===== config.mk =====
export PLATFORM = sky130hd
export DESIGN_NAME = store_buffer_flat
export DESIGN_NICKNAME = d
export VERILOG_FILES = /design/src/rtl/store_buffer_if.sv /design/src/rtl/store_buffer.sv /design/src/flat_wrapper.sv
export SDC_FILE = /design/constraint.sdc
export NUM_CORES = 1
export LEC_CHECK = 0
export ABC_CLOCK_PERIOD_IN_PS = 3750
export CORE_MARGIN = 2
export CORE_UTILIZATION = 40
export DETAILED_ROUTE_END_ITERATION = 10
export GPL_TIMING_DRIVEN = 0
export PLACE_DENSITY_LB_ADDON = 0.25
export RECOVER_POWER = 50
export SETUP_SLACK_MARGIN = 0.1
export SKIP_CTS_REPAIR_TIMING = 1
export SYNTH_ARGS = -nofsm -noshare
export SYNTH_HDL_FRONTEND = slang
export SYNTH_SLANG_ARGS = --single-unit

===== constraint.sdc =====
create_clock -name clk -period 3.75 [get_ports clk]
set_input_delay 0.75 -clock clk [delete_from_list [all_inputs] [get_ports clk]]
set_output_delay 0.75 -clock clk [all_outputs]
set_load 0.05 [all_outputs]

===== src/rtl/store_buffer_if.sv =====
// Pipeline/memory-side bundle of the posted-write store buffer.
// The store buffer takes the slave view; the pipeline+memory environment takes the master view.
interface store_buffer_if #(
    parameter int ADDR_W = 32,
    parameter int DATA_W = 32
);
    logic              st_valid;
    logic [ADDR_W-1:0] st_addr;
    logic [DATA_W-1:0] st_data;
    logic              st_ready;
    logic              ld_req;
    logic [ADDR_W-1:0] ld_addr;
    logic [DATA_W-1:0] ld_data;
    logic              stall;
    logic              mem_write;
    logic              mem_read;
    logic [ADDR_W-1:0] mem_addr;
    logic [DATA_W-1:0] mem_wdata;
    logic [DATA_W-1:0] mem_rdata;

    modport master (
        output st_valid, st_addr, st_data, ld_req, ld_addr, mem_rdata,
        input  st_ready, ld_data, stall, mem_write, mem_read, mem_addr, mem_wdata
    );

    modport slave (
        input  st_valid, st_addr, st_data, ld_req, ld_addr, mem_rdata,
        output st_ready, ld_data, stall, mem_write, mem_read, mem_addr, mem_wdata
    );
endinterface


===== src/rtl/store_buffer.sv =====
// Posted-write store buffer: FIFO of stores drained on idle memory cycles, loads win the port.
// Define STORE_FWD_EN to forward buffered stores to loads; otherwise loads stall until the buffer drains.
module store_buffer #(
    parameter int DEPTH  = 4,
    parameter int ADDR_W = 32,
    parameter int DATA_W = 32
) (
    input  logic                   clk,
    input  logic                   reset,
    store_buffer_if.slave          bus,
    output logic [$clog2(DEPTH):0] count
);
    localparam int PTR_W = $clog2(DEPTH);
    localparam int CNT_W = PTR_W + 1;

    logic [ADDR_W-1:0] entry_addr [DEPTH];
    logic [DATA_W-1:0] entry_data [DEPTH];
    logic [PTR_W-1:0]  head;
    logic [PTR_W-1:0]  tail;

    logic              enq;
    logic              drain;
    logic              load_go;
    logic              fwd_hit;
    logic [DATA_W-1:0] fwd_data;

    assign bus.st_ready = (count < CNT_W'(DEPTH));
    assign enq          = bus.st_valid & bus.st_ready;

`ifdef STORE_FWD_EN
    assign load_go = bus.ld_req;
    assign drain   = ~bus.ld_req & (count != '0);

    // Walk oldest to youngest so the last hit is the youngest matching store.
    always_comb begin
        // NOTE: every always_comb output gets a default first so no path can infer a latch.
        fwd_hit  = 1'b0;
        fwd_data = '0;
        for (int i = 0; i < DEPTH; i++) begin
            if ((CNT_W'(i) < count) && (entry_addr[head + PTR_W'(i)] == bus.ld_addr)) begin
                fwd_hit  = 1'b1;
                fwd_data = entry_data[head + PTR_W'(i)];
            end
        end
    end
`else
    // Without forwarding a pending load forces the buffer to empty before it may read memory.
    assign load_go  = bus.ld_req & (count == '0);
    assign drain    = (count != '0);
    assign fwd_hit  = 1'b0;
    assign fwd_data = '0;
`endif

    assign bus.stall = (bus.st_valid & ~bus.st_ready) | (bus.ld_req & ~load_go);

    always_comb begin
        bus.mem_write = drain;
        bus.mem_read  = load_go;
        bus.mem_addr  = '0;
        bus.mem_wdata = '0;
        bus.ld_data   = '0;
        if (load_go) begin
            bus.mem_addr = bus.ld_addr;
            bus.ld_data  = fwd_hit ? fwd_data : bus.mem_rdata;
        end else if (drain) begin
            bus.mem_addr  = entry_addr[head];
            bus.mem_wdata = entry_data[head];
        end
    end

    // NOTE: sequential state uses non-blocking assignments so every register samples pre-edge values.
    always_ff @(posedge clk or posedge reset) begin
        if (reset) begin
            head  <= '0;
            tail  <= '0;
            count <= '0;
        end else begin
            if (enq) begin
                tail <= tail + PTR_W'(1);
            end
            if (drain) begin
                head <= head + PTR_W'(1);
            end
            case ({enq, drain})
                2'b10:   count <= count + CNT_W'(1);
                2'b01:   count <= count - CNT_W'(1);
                default: count <= count;
            endcase
        end
    end

    // NOTE: payload storage is not reset; validity comes from head/count, so stale data is never visible.
    always_ff @(posedge clk) begin
        if (enq) begin
            entry_addr[tail] <= bus.st_addr;
            entry_data[tail] <= bus.st_data;
        end
    end

    a_port_exclusive: assert property (@(posedge clk) disable iff (reset)
        !(bus.mem_write && bus.mem_read));
    a_count_bound: assert property (@(posedge clk) disable iff (reset)
        count <= CNT_W'(DEPTH));
endmodule


===== src/flat_wrapper.sv =====
// flat-port wrapper written by rule: the top's interface ports become plain ports
module store_buffer_flat 
#(
    parameter int DEPTH  = 4,
    parameter int ADDR_W = 32,
    parameter int DATA_W = 32
)
  (clk, reset, count, bus_st_valid, bus_st_addr, bus_st_data, bus_ld_req, bus_ld_addr, bus_mem_rdata, bus_st_ready, bus_ld_data, bus_stall, bus_mem_write, bus_mem_read, bus_mem_addr, bus_mem_wdata);
  store_buffer_if #(.ADDR_W(ADDR_W), .DATA_W(DATA_W)) bus_i ();
  input  logic clk;
  input  logic reset;
  output logic [$clog2(DEPTH):0] count;
  input wire logic [$bits(bus_i.st_valid)-1:0] bus_st_valid;
  input wire logic [$bits(bus_i.st_addr)-1:0] bus_st_addr;
  input wire logic [$bits(bus_i.st_data)-1:0] bus_st_data;
  input wire logic [$bits(bus_i.ld_req)-1:0] bus_ld_req;
  input wire logic [$bits(bus_i.ld_addr)-1:0] bus_ld_addr;
  input wire logic [$bits(bus_i.mem_rdata)-1:0] bus_mem_rdata;
  output wire logic [$bits(bus_i.st_ready)-1:0] bus_st_ready;
  output wire logic [$bits(bus_i.ld_data)-1:0] bus_ld_data;
  output wire logic [$bits(bus_i.stall)-1:0] bus_stall;
  output wire logic [$bits(bus_i.mem_write)-1:0] bus_mem_write;
  output wire logic [$bits(bus_i.mem_read)-1:0] bus_mem_read;
  output wire logic [$bits(bus_i.mem_addr)-1:0] bus_mem_addr;
  output wire logic [$bits(bus_i.mem_wdata)-1:0] bus_mem_wdata;
  assign bus_i.st_valid = bus_st_valid;
  assign bus_i.st_addr = bus_st_addr;
  assign bus_i.st_data = bus_st_data;
  assign bus_i.ld_req = bus_ld_req;
  assign bus_i.ld_addr = bus_ld_addr;
  assign bus_i.mem_rdata = bus_mem_rdata;
  assign bus_st_ready = bus_i.st_ready;
  assign bus_ld_data = bus_i.ld_data;
  assign bus_stall = bus_i.stall;
  assign bus_mem_write = bus_i.mem_write;
  assign bus_mem_read = bus_i.mem_read;
  assign bus_mem_addr = bus_i.mem_addr;
  assign bus_mem_wdata = bus_i.mem_wdata;
  store_buffer #(.DEPTH(DEPTH), .ADDR_W(ADDR_W), .DATA_W(DATA_W)) u_core (.clk(clk), .reset(reset), .bus(bus_i), .count(count));
endmodule

# --- Yosys cells after proc, flatten, opt, wreduce, memory -nomap -nowiden ---
# Memory sizes are Yosys's and may differ from the RTL's.
# Cells that the tools add are included.
totals:
  regBits: 7
  in_bits: 132
  output_inout_bits: 103
  elab_cells: 30
  mem_count: 2
  ram_bits: 256
mem_list:
  columns: ["name", "words", "word_bits", "rd", "rd_ports_with_merged_regs", "write_ports", "line", "rtl"]
  rows:
  - ["u_core.entry_addr", 4, 32, 1, 0, 1, "store_buffer.sv:16", "logic [ADDR_W-1:0] entry_addr [DEPTH];"]
  - ["u_core.entry_data", 4, 32, 1, 0, 1, "store_buffer.sv:17", "logic [DATA_W-1:0] entry_data [DEPTH];"]
op_classes:
  add_sub_neg: 4
  n_eq_ne: 2
  bitwise: 7
  n_reduce_logical: 3
  muxes: 8
  n_lt_le_gt_ge: 1
op_table:
  columns: ["operator", "n"]
  rows:
  - ["32-bit two-way mux", 5]
  - ["3-bit case mux with 2 select lines", 1]
  - ["2-bit by 1-bit adder with 2-bit output (second input constant)", 2]
  - ["1-bit AND", 4]
  - ["3-bit by 1-bit adder with 3-bit output (second input constant)", 1]
  - ["3-bit zero test", 1]
  - ["3-bit < comparator (second input constant)", 1]
  - ["3-bit nonzero test", 1]
  - ["3-bit by 1-bit subtractor with 3-bit output (second input constant)", 1]
  - ["2-bit by 1-bit equality test with 1-bit output (second input constant)", 1]
  - ["2-bit equality test (second input constant)", 1]
  - ["1-bit two-way mux", 2]
  - ["1-bit NOT", 2]
  - ["2-bit nonzero test", 1]
  - ["1-bit bitwise OR", 1]

# --- Logic depth before layout (Yosys ltp) ---
# Gate-level depths: netlist of the first run.
depth:
  ltp_word: 5
  ltp_mapped: 10
  mapped_depth_nobuf: 8

# --- Least setup slack after synthesis of the first run ---
# OpenSTA, ideal clock, no wires.
synth_path:
  kind: "input -> register"
  startpoint: "input port bus_st_valid"
  endpoint: "memory u_core.entry_addr[0][0] (enable)"
  arrival_time_ps: 2633
  stages: 3
  setup_ps: 429
  required_ps: 3321
  slack_ps: 689
  path_cell_list: "nor2b_1 -> clkbuf_1 -> and2_1"
synth_between:
  elab_chain_cells: 3
synth_rtl:
  columns: ["element", "line", "rtl"]
  rows:
  - ["start: declaration", "flat_wrapper.sv:13", "input wire logic [$bits(bus_i.st_valid)-1:0] bus_st_valid;"]
  - ["1-bit AND", "store_buffer.sv:28", "assign enq = bus.st_valid & bus.st_ready;"]
  - ["1-bit two-way mux", "store_buffer.sv:94", "if (enq) begin"]
  - ["1-bit two-way mux (implied by the code)", "store_buffer.sv:95", "entry_addr[tail] <= bus.st_addr;"]
  - ["end: declaration", "store_buffer.sv:16", null]
# No other way between the ends.

# --- Worst setup path after layout of the first run ---
layout_path:
  startpoint: "register u_core.count[0]"
  endpoint: "output port bus_ld_data[7]"
layout_between:
  elab_chain_cells: 3
layout_rtl:
  columns: ["element", "line", "rtl"]
  rows:
  - ["start: declaration", "store_buffer.sv:11", "output logic [$clog2(DEPTH):0] count"]
  - ["start signal: assignment", "store_buffer.sv:85", "2'b10: count <= count + CNT_W'(1);"]
  - ["start signal: assignment", "store_buffer.sv:86", "2'b01: count <= count - CNT_W'(1);"]
  - ["start signal: assignment", "store_buffer.sv:87", "default: count <= count;"]
  - ["3-bit zero test", "store_buffer.sv:48", "assign load_go = bus.ld_req & (count == '0);"]
  - ["1-bit AND", "store_buffer.sv:48", null]
  - ["32-bit two-way mux", "store_buffer.sv:62", "if (load_go) begin"]
  - ["end: declaration", "flat_wrapper.sv:20", "output wire logic [$bits(bus_i.ld_data)-1:0] bus_ld_data;"]
# No other way between the ends.

==> results of run 1 <==
[final cells by class]
type | count | area share [%]
sequential | 263 | 54.7
clock inverter | 18 | 1.16
inverter | 9 | 0.235
multi-input combinational | 250 | 17.1
antenna | 4 | 0.0696
buffer | 36 | 1.38
clock buffer | 29 | 4.75
timing repair buffer | 237 | 17.7
tap | 335 | 2.92
[metal layers]
| metal | vias to the layer above | share of wire (%) | GRT usage [%] |
|---|---|---|---|
| met2 | 159 | 54 | 31.7 |
| met4 | 0 | 1.9 | 4.61 |
| met1 | 3002 | 39 | 21.9 |
| li1 | 2718 | - | - |
| met3 | 31 | 5.2 | 2.84 |
| met5 | - | 0 | 0 |
[power by group]
group	internal, mW	switching [mW]	leakage, nW
clock	1.51	1.03	0.413
sequential	3.70	0.116	2.41
combinational	2.17	3.72	2.66
total	7.38	4.86	5.48
[cell usage in the layout, fill, tap and decap left out, drive strengths merged]
cell	instances
fa	1
a21oi	1
edfxtp	256
clkbuf	48
dfrtp	7
diode	4
xnor2	5
clkdlybuf4s50	116
nand2	66
mux4	64
ha	5
clkinvlp	3
nor3	1
mux2i	1
dlymetal6s2s	51
buf	21
dlygate4sd3	66
inv	9
bufinv	3
xor2	1
and2	37
clkinv	12
o21ai	1
nor2b	1
and3	32
nor2	2
nand3	32
[metrics by stage]
stage	cells	util (%)	setup WS, ns
2_1_floorplan	558	-	0.689
3_3_place_gp	1126	51.2	-1.07
3_5_place_dp	1130	51.5	0.202
4_1_cts	1177	54.8	-0.375
5_1_grt	1179	55.3	0.106
6_report	1181	55.3	0.205
[flip-flops by register name, summed over array words and instances, names as in the netlist]
signal / cells
u_core.entry_addr: 128
u_core.head: 2
u_core.tail: 2
u_core.count: 3
u_core.entry_data: 128
[cells by family after synthesis]
logic type               Yosys count  share of synthesized area (%)
adder cells (fa/ha/maj)            6                          0.783
AND/OR/NAND/NOR                  171                           8.18
flip-flops                       263                           74.5
AO/OA/AOI/OAI                      2                         0.0948
multiplexers                      65                           13.8
buffers and inverters             45                           2.15
XOR/XNOR                           6                          0.498
[worst min path at each step]
stage | start | slack [ns] | depth (start not counted) | to
4_1_cts | reset | 0.46 | 2 | u_core.count[1]
3_5_place_dp | u_core.count[0] | 0.56 | 1 | u_core.count[0]
2_1_floorplan | reset | 0.55 | 1 | u_core.count[0]
3_3_place_gp | u_core.count[0] | 0.54 | 1 | u_core.count[0]
6_report | u_core.count[0] | 0.57 | 1 | u_core.count[0]
5_1_grt | u_core.count[0] | 0.61 | 1 | u_core.count[0]
[worst max-delay path, stage by stage, from the launching register on]
cell	delay [ns]
dfrtp_1	0.44
nor3_2	0.37
clkbuf_2	0.35
and3_1	0.28
clkdlybuf4s50_1	0.82
==> results.md, run 1 <==
* CTS tree: done
* Die area at about 0.028 mm2
* Synth Area per Inst at 18.9 um2
* Reg-to-Reg Start: u_core.count[2]
* Global-route wire length before repair at 37200 um
* Placer Congestion at 0.888
* Max Cap Viol at 4
* Post-route cell area at approximately 0.014 mm2
* CTS sink cnt at approximately 260
* Rel. slew slack at -22.8%
* Antenna Nets Post-Route at 0
* CTS Buf Count at 26
* WP data required at 3.00 ns
* Core area at 0.0260 mm2
* Most numerous cell in the Yosys netlist: edfxtp_1
* IO Port Bufs at 233
* Synthesized area at 0.0105 mm2
* Critical Path Sink: bus_ld_data[7]
* Final period util at 94.5%
* Post-synth top area share at 72.9%
* Reg2Reg Setup Slack at around 0.82 ns
* Clk Latency, worst-skew pair at 0.53 ns
* GRT Total Usage at around 18%
* Setup TNS at 0 ns
* Startpoint Class: flip-flop
* Worst Path Arrival at 2.80 ns
* Initial Util at 40.6%
* Number of global-route vias before repair at 6364
* Failing checks: capacitance limit, slew limit
* Yosys warns at 0
* Post-DR vias/cell at 5.00
* Syn_nets at 696
* Clock slew at the register clock pins of the worst setup and hold paths at 0.06 ns
* GR Overflow Total at 0
* Worst reg2reg path endpoint: u_core.entry_data[1][14]
* Layout area overhead at 36.2%
* Total Power at 12.2 mW
* Critical path startpoint: u_core.count[0]
* DP Wirelength at 16700 um
* Final setup viols at 0
* Mapped Cells at ~560
* Fill cells at 2072
* Die W at approximately 170 um
* Final Net Count at between 900 and 1000
* Area leader, netlist: edfxtp_1
* Post-synthesis cell type count at 22
* Power Density at 852 mW/mm2
* Synth Register Bits at 263
* Clock tree buffer depth at 3
* Worst hold slack at 0.566 ns
* # DRC at 0
* Row count at 59
* Storage element area at between 0.007 and 0.008 mm2
* Ratio of cells with drive above 1 in the final layout at roughly 15%
* Peak VDD IR at 634 uV
* CP max FO at 10
* Fmax at 282 MHz
* RSZ-0062 raised after global routing: false
* Clock Skew at 0.00576 ns
* EDFF count, synth at 256
* Starting DRC count in detailed routing at roughly 360
* Initial antenna violation count at 4
* Synth Flop Type: edfxtp_1
* Worst setup EP type: output port
* Final hold vios at 0
* Placed cell areas at roughly 0.013 mm2
* 1st-pass router iterations at 5
* Slew @ Worst Pin at 1.84 ns
* Run status: finished with violations
* Clk root buf: clkbuf_16
* DR vias at 5910
* Crit path time final at 3.55 ns
* DRT Wirelength at 24600 um
* H-tree depth at 1
* Footprint of the multi-input gates at 0.00246 mm2
* Fin. max-slew vios at about 130
* Routed len/inst at 20.8 um
* Largest net degree at the start of global routing at 34
* Fraction of registers with async set/reset at 2.66%
* R2R cell count at 4
* Synth area leaders: edfxtp_1 73%, mux4_2 14%, nand2_1 2.3%, and2_1 2.2%, and3_1 1.9%
* Die Span Y at 166 um
* Most frequent cells after synthesis: 256 x edfxtp_1, 66 x nand2_1, 64 x mux4_2
* Ports at 235
* CP Class: flip-flop to output port
* Worst min path class: flip-flop to flip-flop
* Sequential fraction of the synthesis area at 74.5%
* Leakage at around 5.5 nW
Power figures use the tool's default switching activity.
==> inputs of run 2 (changes only) <==
--- a/config.mk
+++ b/config.mk
@@ -5,7 +5,6 @@
 export SDC_FILE = /design/constraint.sdc
 export NUM_CORES = 1
 export LEC_CHECK = 0
-export ABC_CLOCK_PERIOD_IN_PS = 3750
 export CORE_MARGIN = 2
 export CORE_UTILIZATION = 40
 export DETAILED_ROUTE_END_ITERATION = 10
==> results of run 2 <==
The final DEF is identical to that of run 1; final timing and power are the same.
==> variant, RTL diff (settings of run 1) <==
Build with the macro `STORE_FWD_EN` defined.
--- a/src/rtl/store_buffer.sv
+++ b/src/rtl/store_buffer.sv
@@ -1,4 +1,6 @@
 // Posted-write store buffer: FIFO of stores drained on idle memory cycles, loads win the port.
 // Define STORE_FWD_EN to forward buffered stores to loads; otherwise loads stall until the buffer drains.
+`define STORE_FWD_EN
+
 module store_buffer #(
     parameter int DEPTH  = 4,
Formal check against the unedited RTL: not equivalent (Yosys sat finds a counterexample within 4 cycles, from zero or initial values and one cycle with reset high).
==> variant against run 1 <==
The flow finishes with violations (max-capacitance violations, max-slew violations, negative setup slack). Hold slack worse by 0.046 ns. First-iteration DRC count grew to 5.4 times the old value. Worst setup slack lost 2.0 ns. Die area rose by 68%. Power increased by 62%. Core utilization increased by 0.72 points. Global-route usage up 13 points. Cell count grew 110%. Design area up 73%. Sequential cell count did not move. Wire length increased to 3.1 times the old value. Area after synthesis is 70% higher. Critical path type unchanged. Largest power group unchanged. Highest routed layer unchanged.
==> variant: results (changes against run 1) <==
* Status: complete, but fails checks (unchanged)
* Failing checks: max-capacitance violations, max-slew violations, negative setup slack (was max-capacitance violations, max-slew violations)
* Synth cell types at 62 (was 22)
* Num CTS Buffers at 31 (was 26)
* Seq/Total Area, Yosys at 43.7% (was 74.5%)
* Post-DR wirelength/cell at 29.9 µm (was 20.8 µm)
* FFs w/ async S/R, synth at 2.66% (unchanged)
* GRT Total Usage at 30.3% (was 17.5%)
* Fillers at 3757 (was 2072)
* Dpl hpwl at 53.0 mm (was 16.7 mm)
* Clk slew on worst S/H paths at 0.06 ns (about the same)
* Worst-margin pin slew at 1.65 ns (was 1.84 ns)
* Setup-failing EPs final at 64 (was 0)
* First-pass GRT wire length at 104 mm (was 37.2 mm)
* Mapped Cells at 1617 (was 558)
* Placed Cells at 2425 (was 1130)
* Worst slack, placed at -2.97 ns (was 0.202 ns)
* Largest cells by area after synthesis: edfxtp_1 (43%), mux2i_1 (11%), mux4_2 (5.6%), mux2_2 (4.9%), xnor2_1 (3.3%) (was edfxtp_1 (73%), mux4_2 (14%), nand2_1 (2.3%), and2_1 (2.2%), and3_1 (1.9%))
* Max-cap viol count at 2 (was 4)
* GPL Wtd Cong at 1.01 (was 0.888)
* Routed vias at 15.9k (was 5910)
* Min-Delay Path Class: in2async (was reg2reg)
* Fin Setup TNS at -56.88 ns (was 0 ns)
* Layout Nets at 2031 (was 961)
* Most frequent cells after synthesis: edfxtp_1 (256), mux2i_1 (195), nor2_1 (148) (was edfxtp_1 (256), nand2_1 (66), mux4_2 (64))
* Post-synth top flop: edfxtp_1 (unchanged)
* Max Clock Skew at 0.0282 ns (was 0.00576 ns)
* Layout cells sized above 1 at 34.6% (was 15.4%)
* Clock Latency Late Sink at 0.62 ns (was 0.53 ns)
* Net Count, Synth at 1758 (was 696)
* Min setup slack post-route at -1.75 ns (was 0.205 ns)
* Maximum vdd drop at 0.470 mV (was 0.634 mV)
* Largest net degree at the start of global routing at 49 (was 34)
* CP arrival at 4.75 ns (was 2.80 ns)
* Min Hold Slack at 0.521 ns (was 0.566 ns)
* Fin. max-slew vios at 34 (was 132)
* Number of port buffers at 212 (was 233)
* DR iter-0 viols at 1957 (was 361)
* Vias in the first global route at 15.0k (was 6364)
variant: cell count changes in the layout (fill, tap and decap cells not counted), moves of 40 or more:
cell,before,now
nand2_1,66,124
clkdlybuf4s50_1,116,49
mux2_2,0,58
buf_6,5,75
dlymetal6s2s_1,51,1
inv_1,9,49
mux2i_1,1,153
a21oi_1,1,49
nor2_1,2,129
o21ai_0,1,48
xnor2_1,5,67
variant: cell families after synthesis:
family	count (synthesis)	synth area share, %
AO/OA/AOI/OAI	345	14.4
XOR/XNOR	107	5.21
adder cells (fa/ha/maj)	9	0.627
buffers and inverters	204	5.29
flip-flops	263	43.7
multiplexers	319	21.4
AND/OR/NAND/NOR	370	9.29
variant: final timing paths:
path / start / endpoint / cells after the start
setup / recovery: u_core.head[1] / bus_ld_data[22] / 15
min in group clk: u_core.count[0] / u_core.count[0] / 1
max in group asynchronous: reset / u_core.count[0] / 2
setup reg to reg: u_core.count[2] / u_core.entry_addr[0][21] / 4
hold / removal: reset / u_core.head[1] / 2
hold reg to reg: u_core.count[0] / u_core.count[0] / 1
variant: worst max-delay path: stages (launching register included):
cell	delay, ns
dfrtp_1	0.35
buf_6	0.14
buf_12	0.16
buf_12	0.19
buf_8	0.23
mux2i_2	0.46
or2_2	0.22
nand4_1	0.18
a211oi_2	0.28
o2111ai_1	0.23
or4b_4	0.58
buf_12	0.17
clkbuf_4	0.25
a311oi_2	0.44
nor3b_4	0.07
buf_6	0.16
variant: routing by layer:
| layer | part of all wire (%) | global-route usage [%] | up-vias |
|---|---|---|---|
| met5 | 0 | 0 | - |
| met4 | 3.7 | 9.73 | 0 |
| met3 | 9.2 | 5.60 | 157 |
| met2 | 44 | 45.9 | 960 |
| met1 | 43 | 43.8 | 8059 |
| li1 | - | - | 6717 |
variant: through the flow:
stage,area (µm²),total power (W)
floorplan,18400,0.0108
global placement,21300,0.0143
detailed placement,21400,0.0143
CTS,22400,0.0174
global route,24800,0.0204
finish,24800,0.0198
variant: layout make-up:
type | count | area share [%]
inverters | 52 | 0.816
flip-flops and latches | 263 | 31.7
plain buffers | 149 | 6.09
repair buffers | 243 | 9.87
well taps | 592 | 2.98
multi-input cells | 1150 | 44.4
clock inverters | 19 | 0.826
diodes | 4 | 0.0403
clock buffers | 37 | 3.25
variant: report_power, final:
group          internal, W  switching [W]  total (W)
logic              0.00501        0.00775     0.0128
registers          0.00370       0.000287    0.00399
clock network      0.00175        0.00130    0.00305
